$ cat src/rtl/rs_syndrome_sequencer.sv
// GF(8) RS syndrome engine: Horner evaluation of a latched 7-symbol codeword at alpha^1..alpha^NSYN.
// One symbol per cycle on a single shared multiply/add; start is ignored while a run is in flight.
module rs_syndrome_sequencer #(
    parameter int NSYN = 2
) (
    input  logic              clk,
    input  logic              reset,
    input  logic              start,
    input  logic [20:0]       codeword,
    output logic              busy,
    output logic              done,
    output logic              syn_valid,
    output logic [3*NSYN-1:0] syndromes,
    output logic              error_free
);
    localparam int NSYM = 7;
    localparam int SW   = (NSYN > 1) ? $clog2(NSYN) : 1;

    typedef enum logic [1:0] {IDLE, CALC, DONE} state_t;

    state_t            state_q, state_d;
    logic [2:0]        sym_idx_q, sym_idx_d;
    logic [SW-1:0]     syn_idx_q, syn_idx_d;
    logic [2:0]        acc_q, acc_d;
    logic [20:0]       cw_q, cw_d;
    logic [3*NSYN-1:0] syn_q, syn_d;
    logic              syn_valid_q, syn_valid_d;

    logic [2:0]        x_idx;
    logic [2:0]        cur_sym;
    logic [2:0]        acc_next;

    // Index form -> polynomial bits {1, alpha, alpha^2} with bit2 as the constant term.
    function automatic logic [2:0] idx2bits(input logic [2:0] i);
        case (i)
            3'd1:    return 3'b100;
            3'd2:    return 3'b010;
            3'd3:    return 3'b001;
            3'd4:    return 3'b110;
            3'd5:    return 3'b011;
            3'd6:    return 3'b111;
            3'd7:    return 3'b101;
            default: return 3'b000;
        endcase
    endfunction

    function automatic logic [2:0] bits2idx(input logic [2:0] b);
        case (b)
            3'b100:  return 3'd1;
            3'b010:  return 3'd2;
            3'b001:  return 3'd3;
            3'b110:  return 3'd4;
            3'b011:  return 3'd5;
            3'b111:  return 3'd6;
            3'b101:  return 3'd7;
            default: return 3'd0;
        endcase
    endfunction

    // Exponent sum needs 4 bits: (a-1)+(b-1) reaches 12 before the mod-7 fold.
    function automatic logic [2:0] gf_mul(input logic [2:0] a, input logic [2:0] b);
        logic [3:0] s;
        if (a == 3'd0 || b == 3'd0) return 3'd0;
        s = {1'b0, a} + {1'b0, b} - 4'd2;
        if (s >= 4'd7) s = s - 4'd7;
        return s[2:0] + 3'd1;
    endfunction

    function automatic logic [2:0] gf_add(input logic [2:0] a, input logic [2:0] b);
        return bits2idx(idx2bits(a) ^ idx2bits(b));
    endfunction

    always_comb begin
        x_idx   = 3'(syn_idx_q) + 3'd2;
        cur_sym = 3'd0;
        for (int j = 0; j < NSYM; j++) begin
            if (sym_idx_q == 3'(j)) cur_sym = cw_q[3*j +: 3];
        end
        acc_next = gf_add(gf_mul(acc_q, x_idx), cur_sym);
    end

    always_comb begin
        state_d     = state_q;
        sym_idx_d   = sym_idx_q;
        syn_idx_d   = syn_idx_q;
        acc_d       = acc_q;
        cw_d        = cw_q;
        syn_d       = syn_q;
        syn_valid_d = syn_valid_q;
        case (state_q)
            IDLE: begin
                if (start) begin
                    cw_d        = codeword;
                    sym_idx_d   = 3'd6;
                    syn_idx_d   = '0;
                    acc_d       = 3'd0;
                    syn_valid_d = 1'b0;
                    state_d     = CALC;
                end
            end
            CALC: begin
                if (sym_idx_q != 3'd0) begin
                    acc_d     = acc_next;
                    sym_idx_d = sym_idx_q - 3'd1;
                end else begin
                    for (int k = 0; k < NSYN; k++) begin
                        if (syn_idx_q == SW'(k)) syn_d[3*k +: 3] = acc_next;
                    end
                    acc_d     = 3'd0;
                    sym_idx_d = 3'd6;
                    if (syn_idx_q == SW'(NSYN - 1)) state_d = DONE;
                    else                            syn_idx_d = syn_idx_q + SW'(1);
                end
            end
            DONE: begin
                syn_valid_d = 1'b1;
                state_d     = IDLE;
            end
            default: state_d = IDLE;
        endcase
    end

    always_ff @(posedge clk) begin
        if (reset) begin
            state_q     <= IDLE;
            sym_idx_q   <= 3'd0;
            syn_idx_q   <= '0;
            acc_q       <= 3'd0;
            cw_q        <= 21'd0;
            syn_q       <= '0;
            syn_valid_q <= 1'b0;
        end else begin
            state_q     <= state_d;
            sym_idx_q   <= sym_idx_d;
            syn_idx_q   <= syn_idx_d;
            acc_q       <= acc_d;
            cw_q        <= cw_d;
            syn_q       <= syn_d;
            syn_valid_q <= syn_valid_d;
        end
    end

    assign busy       = (state_q != IDLE);
    assign done       = (state_q == DONE);
    assign syn_valid  = syn_valid_q;
    assign syndromes  = syn_q;
    assign error_free = syn_valid_q && (syn_q == '0);
endmodule
$ cat config.mk
export PLATFORM = sky130hd
export DESIGN_NAME = rs_syndrome_sequencer
export DESIGN_NICKNAME = d
export VERILOG_FILES = /design/src/rtl/rs_syndrome_sequencer.sv
export SDC_FILE = /design/constraint.sdc
export NUM_CORES = 1
export LEC_CHECK = 0
export BUFFER_PORTS_ARGS = -buffer_cell sky130_fd_sc_hd__buf_2
export CAP_MARGIN = 20
export CELL_PAD_IN_SITES_DETAIL_PLACEMENT = 0
export CELL_PAD_IN_SITES_GLOBAL_PLACEMENT = 1
export CORE_UTILIZATION = 44
export CTS_BUF_LIST = sky130_fd_sc_hd__clkbuf_8
export CTS_CLUSTER_DIAMETER = 40
export DETAILED_ROUTE_END_ITERATION = 10
export PLACE_DENSITY_LB_ADDON = 0.1
export SLEW_MARGIN = 15
export SYNTH_ARGS = -nofsm -noshare
export SYNTH_HDL_FRONTEND = slang
export SYNTH_SLANG_ARGS = --single-unit
$ cat constraint.sdc
create_clock -name clk -period 5.2 [get_ports clk]
set_input_delay 0.26 -clock clk [delete_from_list [all_inputs] [get_ports clk]]
set_output_delay 0.26 -clock clk [all_outputs]
set_load 0.005 [all_outputs]
==> results of run 1 <==
-- layout by cell type (no fill, tap or decap), types with 2 or more instances in the layout --
master	netlist	routed
a22o_1	2	2
buf_2	0	33
nor2_1	21	21
dfxtp_1	37	37
a21oi_1	39	39
inv_1	8	9
o41ai_1	2	2
a2111oi_0	2	2
nor2b_1	6	6
o211ai_1	6	6
nand3b_1	4	4
nor4_1	6	6
a22oi_1	2	2
a32o_1	2	2
xnor2_1	3	3
a2111oi_2	2	2
nand3_1	7	7
nor3_2	2	2
o2111a_1	2	2
nor3_1	8	8
nand4_1	5	5
nand2_1	70	70
o22ai_1	2	2
o21ai_0	9	9
a31oi_1	3	3
or3_1	2	2
nand2b_1	7	7
a32oi_1	3	3
clkbuf_8	0	6
ha_1	9	9
and2_4	2	2
o31ai_1	3	3
and2_1	3	3
-- how the worst max path moves through the flow --
stage / endpoint / slack, ps
after detailed placement: syndromes[4] / 570
after global placement: syndromes[4] / 710
after CTS: syndromes[1] / 550
after global routing: syndromes[2] / 170
after floorplan: syndromes[4] / 940
final: syndromes[1] / 480
-- cells by family after synthesis --
kind of cell | share of synthesized area
xor gates and xnor gates | 0.0172
and+or+nand+nor | 0.305
AOI/OAI and AO/OA | 0.257
muxes | 0.0238
buffers and inverters | 0.0471
DFF | 0.300
adders and majority gates | 0.0502
-- per-stage QoR --
stage	util	instances	cell area [µm²]
final	0.523	418	2760
after global routing	0.523	418	2760
after CTS	0.523	418	2760
after detailed placement	0.501	410	2640
after global placement	0.501	410	2640
after floorplan	-	326	2470
-- cell type report --
| cell class | count | area [µm²] |
|---|---|---|
| fillers | 551 | 2510 |
| multi-input cells | 261 | 1610 |
| flip-flops and latches | 37 | 741 |
| repair buffers | 33 | 165 |
| well taps | 70 | 87.6 |
| clock buffers | 6 | 82.6 |
| clock inverters | 2 | 33.8 |
| inverters | 9 | 33.8 |
-- sequential cells by signal (all words and copies together) (netlist names) --
signal     cells
cw_q          21
syndromes      6
acc_q          3
sym_idx_q      3
state_q        2
syn_idx_q      1
syn_valid      1
-- critical path, stage by stage (launching register included) --
cell and delay, ps:
dfxtp_1 450, ha_1 230, ha_1 250, ha_1 250, nand2_1 130, mux2_4 340, nor3_2 430, inv_2 160
ha_1 440, inv_1 260, nor4_4 120, a211oi_2 470, mux4_2 620, and2_4 180, a2111oi_2 300
-- layer usage --
| layer | GRT usage | vias up |
|---|---|---|
| met5 | 0 | - |
| met4 | 0.0731 | 0 |
| met3 | 0.0429 | 9 |
| met2 | 0.327 | 68 |
| met1 | 0.291 | 1138 |
| li1 | - | 1230 |
-- power by group through the flow --
stage	logic (mW)	registers, mW	clock network, mW
floorplan	0.237	0.319	0
global placement	0.295	0.327	0
detailed placement	0.293	0.327	0
CTS	0.294	0.321	0.261
global route	0.326	0.324	0.276
finish	0.298	0.321	0.255
==> run_results.csv, run 1 <==
group,metric,value,unit
setup_path,rrSetupSlack,480,ps
synthesis,synth_top_cell_area_share,0.300,
clock_network,tritoncts,"built",
pwr,p_leak,1.04,nW
synthesis,synth_edf_count,0,
placed_design,dp_hpwl,4390,µm
grt,grt_util_all_layers,0.212,
floorplanning,io_pins,34,
synthesis,synth_top_flop_cell,"dfxtp_1",
floorplanning,dieArea,5920,µm²
layout,area_growth,11.6,%
pwr,combPwrFrac,0.341,
floorplanning,die_x,76.9,µm
setup_path,arrival,4900,ps
sta,report.final.slew_viol_count,0,
setup_path,r2r_start,"syn_idx_q",
route,antenna_left,0,
synthesis,synthTopCellsByArea,"dfxtp_1, nand2_1, a21oi_1, ha_1, nor2_1",
route,post_drt_wl_per_cell,14.4,µm
clock_network,clk_latency,290,ps
pwr,switching_share,0.353,
pwr,power.total,0.874,mW
sta,worst_slack,481,ps
clock_network,holdBufCountCts,0,
clock_network,numCtsBuffers,5,
synthesis,ys_warn_count,0,
synthesis,synth_area_leader_cell,"dfxtp_1",
sta,tightestPinTransition,1070,ps
setup_path,critPathCaptureType,"flip-flop",
layout,drive_gt1_frac,0.170,
floorplanning,num_rows,26,
clock_network,htree_levels,2,
clock_network,clock_path_buffers,2,
sta,hold_violations,0,
floorplanning,die_y,76.9,µm
clock_network,cts.sinks,37,
setup_path,worstRegToRegCells,14,
route,wl_met3,253,µm
floorplanning,core_area,5270,µm²
pwr,p_clk_frac,0.292,
sta,setup_viol,0,
min_path,hp-class,"in2reg",
floorplanning,initial_core_util,0.469,
sta,finClkSkew,4.45,ps
min_path,hold_end,"cw_q[20]",
grt,overflow,0,
synthesis,synth_nets,359,
sta,hold_slack,203,ps
placed_design,dp_slack,567,ps
synthesis,yosys.cell_count.top_type,"nand2_1",
min_path,min_path_cells,3,
synthesis,synth_area_per_cell,7.58,µm²
layout,diodes,0,
status,status,"finished clean",
synthesis,synthTopCellsByCount,"nand2_1, a21oi_1, dfxtp_1",
route,wirelength,6030,µm
setup_path,cp.required,5380,ps
placed_design,port_buffers,33,
grt,grt_pass1_vias,2135,
route,met1_length,2990,µm
layout,fin_nets,380,
pwr,vdd_drop_max,0.187,mV
synthesis,synth_area,2470,µm²
route,drtIter0Drc,119,
sta,rsz0062_at_grt,"false",
synthesis,syn_inst,326,
route,top_layer_used,"met4",
pwr,switchingPower,0.309,mW
pwr,power.density,317,nW/µm²
sta,final.min_clock_period,4720,ps
synthesis,yosysSeqAreaShare,0.300,
route,vias_per_cell,5.85,
min_path,worstHoldStart,"codeword[20]",
route,num_vias,2445,
setup_path,crit_path_start,"syn_idx_q",
clock_network,cts-root-buf,"clkbuf_8",
grt,grt_max_degree,39,
sta,slew_headroom,0.290,
route,firstDrtPassIters,4,
setup_path,setup.worst_path.start_class,"flip-flop",
sta,period_share,0.908,
setup_path,crit_path_max_fanout,9,
pwr,p_int,0.565,mW
route,drc,0,
grt,grt_pass1_wl,10100,µm
route,dr_wl_met2,2730,µm
setup_path,worstReg2RegEnd,"syndromes[1]",
synthesis,synth-seq-cells,37,
clock_network,cts-resized-gates,0,
pwr,sequentialPowerShare,0.367,
sta,max_freq,212,MHz
sta,final.setup.tns,0,ps
placed_design,place_congestion,0.897,
grt,antenna_found_initial,0,
clock_network,clkTransAtPathRegs,70,ps
setup_path,critical_path_class,"reg2reg",
job,cap_viol_max_count,0,
clock_network,cts_setup_buffers,0,
synthesis,postSynth.asyncResetShare,0,
synthesis,synth_cell_types,63,
(Power assumes the default switching activity.)
==> run 2, diff against run 1 <==
--- a/config.mk
+++ b/config.mk
@@ -11,2 +11,3 @@
 export CELL_PAD_IN_SITES_GLOBAL_PLACEMENT = 1
+export CORE_ASPECT_RATIO = 1.4
 export CORE_UTILIZATION = 44
==> constraint.sdc (replaced) <==
create_clock -name clk -period 5.2 [get_ports clk]
set_input_delay 0.78 -clock clk [delete_from_list [all_inputs] [get_ports clk]]
set_output_delay 0.78 -clock clk [all_outputs]
set_load 0.005 [all_outputs]
==> run_results.csv, run 2 (synthesized netlist as in run 1, its figures left out) <==
group,metric,value,unit
floorplanning,initial_core_util,0.468,
setup_path,path_cells,"ha_1 -> ha_1 -> ha_1 -> nand2_1 -> mux2_4 -> nor3_2 -> inv_2 -> ha_1 -> inv_1 -> nor4_4 -> a211oi_2 -> nor2_1 -> o311ai_0 -> nor4_1 -> nor4_1",
grt,grt_pass1_wl,10400,µm
clock_network,clk_latency,290,ps
placed_design,dp_slack,593,ps
min_path,hp-class,"reg2reg",
setup_path,cp.required,5410,ps
clock_network,numCtsBuffers,5,
sta,max_freq,212,MHz
floorplanning,core_area,5280,µm²
job,cap_viol_max_count,0,
setup_path,slowest_delay,690,ps
route,drtIter0Drc,133,
layout,fin_nets,380,
grt,grt_util_all_layers,0.222,
pwr,power.density,308,nW/µm²
floorplanning,num_rows,31,
setup_path,worst_path_most_repeated_cell,"ha_1",
layout,diodes,0,
sta,hold_violations,0,
setup_path,critical_path_class,"reg2reg",
floorplanning,io_pins,34,
sta,setup_viol,0,
status,status,"finished clean",
sta,rsz0062_at_grt,"false",
layout,fill_cells,571,
sta,slew_headroom,0.321,
floorplanning,die_y,90.7,µm
floorplanning,die_x,65.3,µm
pwr,vdd_drop_max,0.145,mV
sta,tightestPinTransition,1020,ps
clock_network,cts-resized-gates,0,
setup_path,setup.worst_path.start_class,"flip-flop",
layout,largest_register,"cw_q",
route,drc,0,
sta,period_share,0.905,
route,antenna_left,0,
sta,finClkSkew,12.9,ps
sta,report.final.slew_viol_count,0,
clock_network,htree_levels,2,
pwr,power.total,0.841,mW
layout,stdcell_area,2730,µm²
pwr,p_leak,1.03,nW
placed_design,port_buffers,33,
layout,final_cells,414,
floorplanning,dieArea,5920,µm²
setup_path,crit_path_max_fanout,9,
route,firstDrtPassIters,4,
grt,grt_pass1_vias,2208,
layout,utilization,0.518,
placed_design,place_congestion,0.852,
clock_network,cts.sinks,37,
layout,seqCellArea,741,µm²
setup_path,arrival,4920,ps
grt,antenna_found_initial,0,
clock_network,cts-root-buf,"clkbuf_8",
layout,largest_reg_flops,21,
placed_design,dp.cells,406,
layout,layout_commonest_cell,"nand2_1",
layout,area_growth,10.6,%
sta,final.min_clock_period,4710,ps
layout,multiInputGateArea,1610,µm²
clock_network,cts_setup_buffers,0,
setup_path,critPathCaptureType,"flip-flop",
placed_design,dp_hpwl,4730,µm
clock_network,holdBufCountCts,0,
clock_network,clock_path_buffers,2,
clock_network,clkTransAtPathRegs,90,ps
sta,worst_slack,493,ps
route,vias_per_cell,5.78,
route,post_drt_wl_per_cell,15.3,µm
layout,drive_gt1_frac,0.172,
sta,final.setup.tns,0,ps
grt,overflow,0,
route,wirelength,6320,µm
sta,hold_slack,458,ps
placed_design,place_area,2640,µm²
layout,final_cell_mix,"nand2_1, a21oi_1, dfxtp_1, buf_2, nor2_1",
clock_network,tritoncts,"built",
grt,grt_max_degree,39,
route,num_vias,2394,
setup_path,crit_path_top_delay_cell,"o311ai_0",
-- run 2: cell types whose count changed in the layout (fill, tap and decap cells not counted) --
cell / before / now
inv_1: 9 / 8
clkinv_4: 0 / 1
clkinv_2: 0 / 1
bufinv_16: 1 / 0
-- run 2: layout make-up --
class	instances	share of cell area
inverter	9	0.0124
multi-input combinational	261	0.590
sequential	37	0.271
tap	66	0.0302
clock buffer	6	0.0302
clock inverter	2	0.00504
timing repair buffer	33	0.0605
-- run 2: critical path: cells and delay by family, from the launching register on --
kind | cells | cell delay, ps
flip-flops | 1 | 370
adder cells (fa/ha/maj) | 4 | 1240
AO/OA/AOI/OAI | 2 | 1130
buffers and inverters | 2 | 440
multiplexers | 1 | 340
AND/OR/NAND/NOR | 6 | 1100
-- run 2: worst paths after layout --
check	startpoint	endpoint	slack (ps)	cells past startpoint
worst max-delay path	syn_idx_q	syndromes[2]	490	15
worst min-delay path	cw_q[0]	cw_q[0]	460	2
worst max register to register	syn_idx_q	syndromes[2]	490	15
worst min register to register	cw_q[0]	cw_q[0]	460	2
-- run 2: power by group --
part           leakage [nW]  internal (mW)  switching [mW]
clock                0.0512          0.108           0.109
sequential            0.303          0.302          0.0186
combinational         0.673          0.109           0.195
total                  1.03          0.518           0.323
-- run 2: layer usage --
metal / global-route usage / vias to the layer above / wire length (µm) / part of all wire
met5: 0 / - / 0 / 0
met2: 0.394 / 46 / 3310 / 0.52
met3: 0.0328 / 13 / 160 / 0.025
met4: 0.0725 / 0 / 133 / 0.021
met1: 0.265 / 1112 / 2710 / 0.43
li1: - / 1223 / - / -
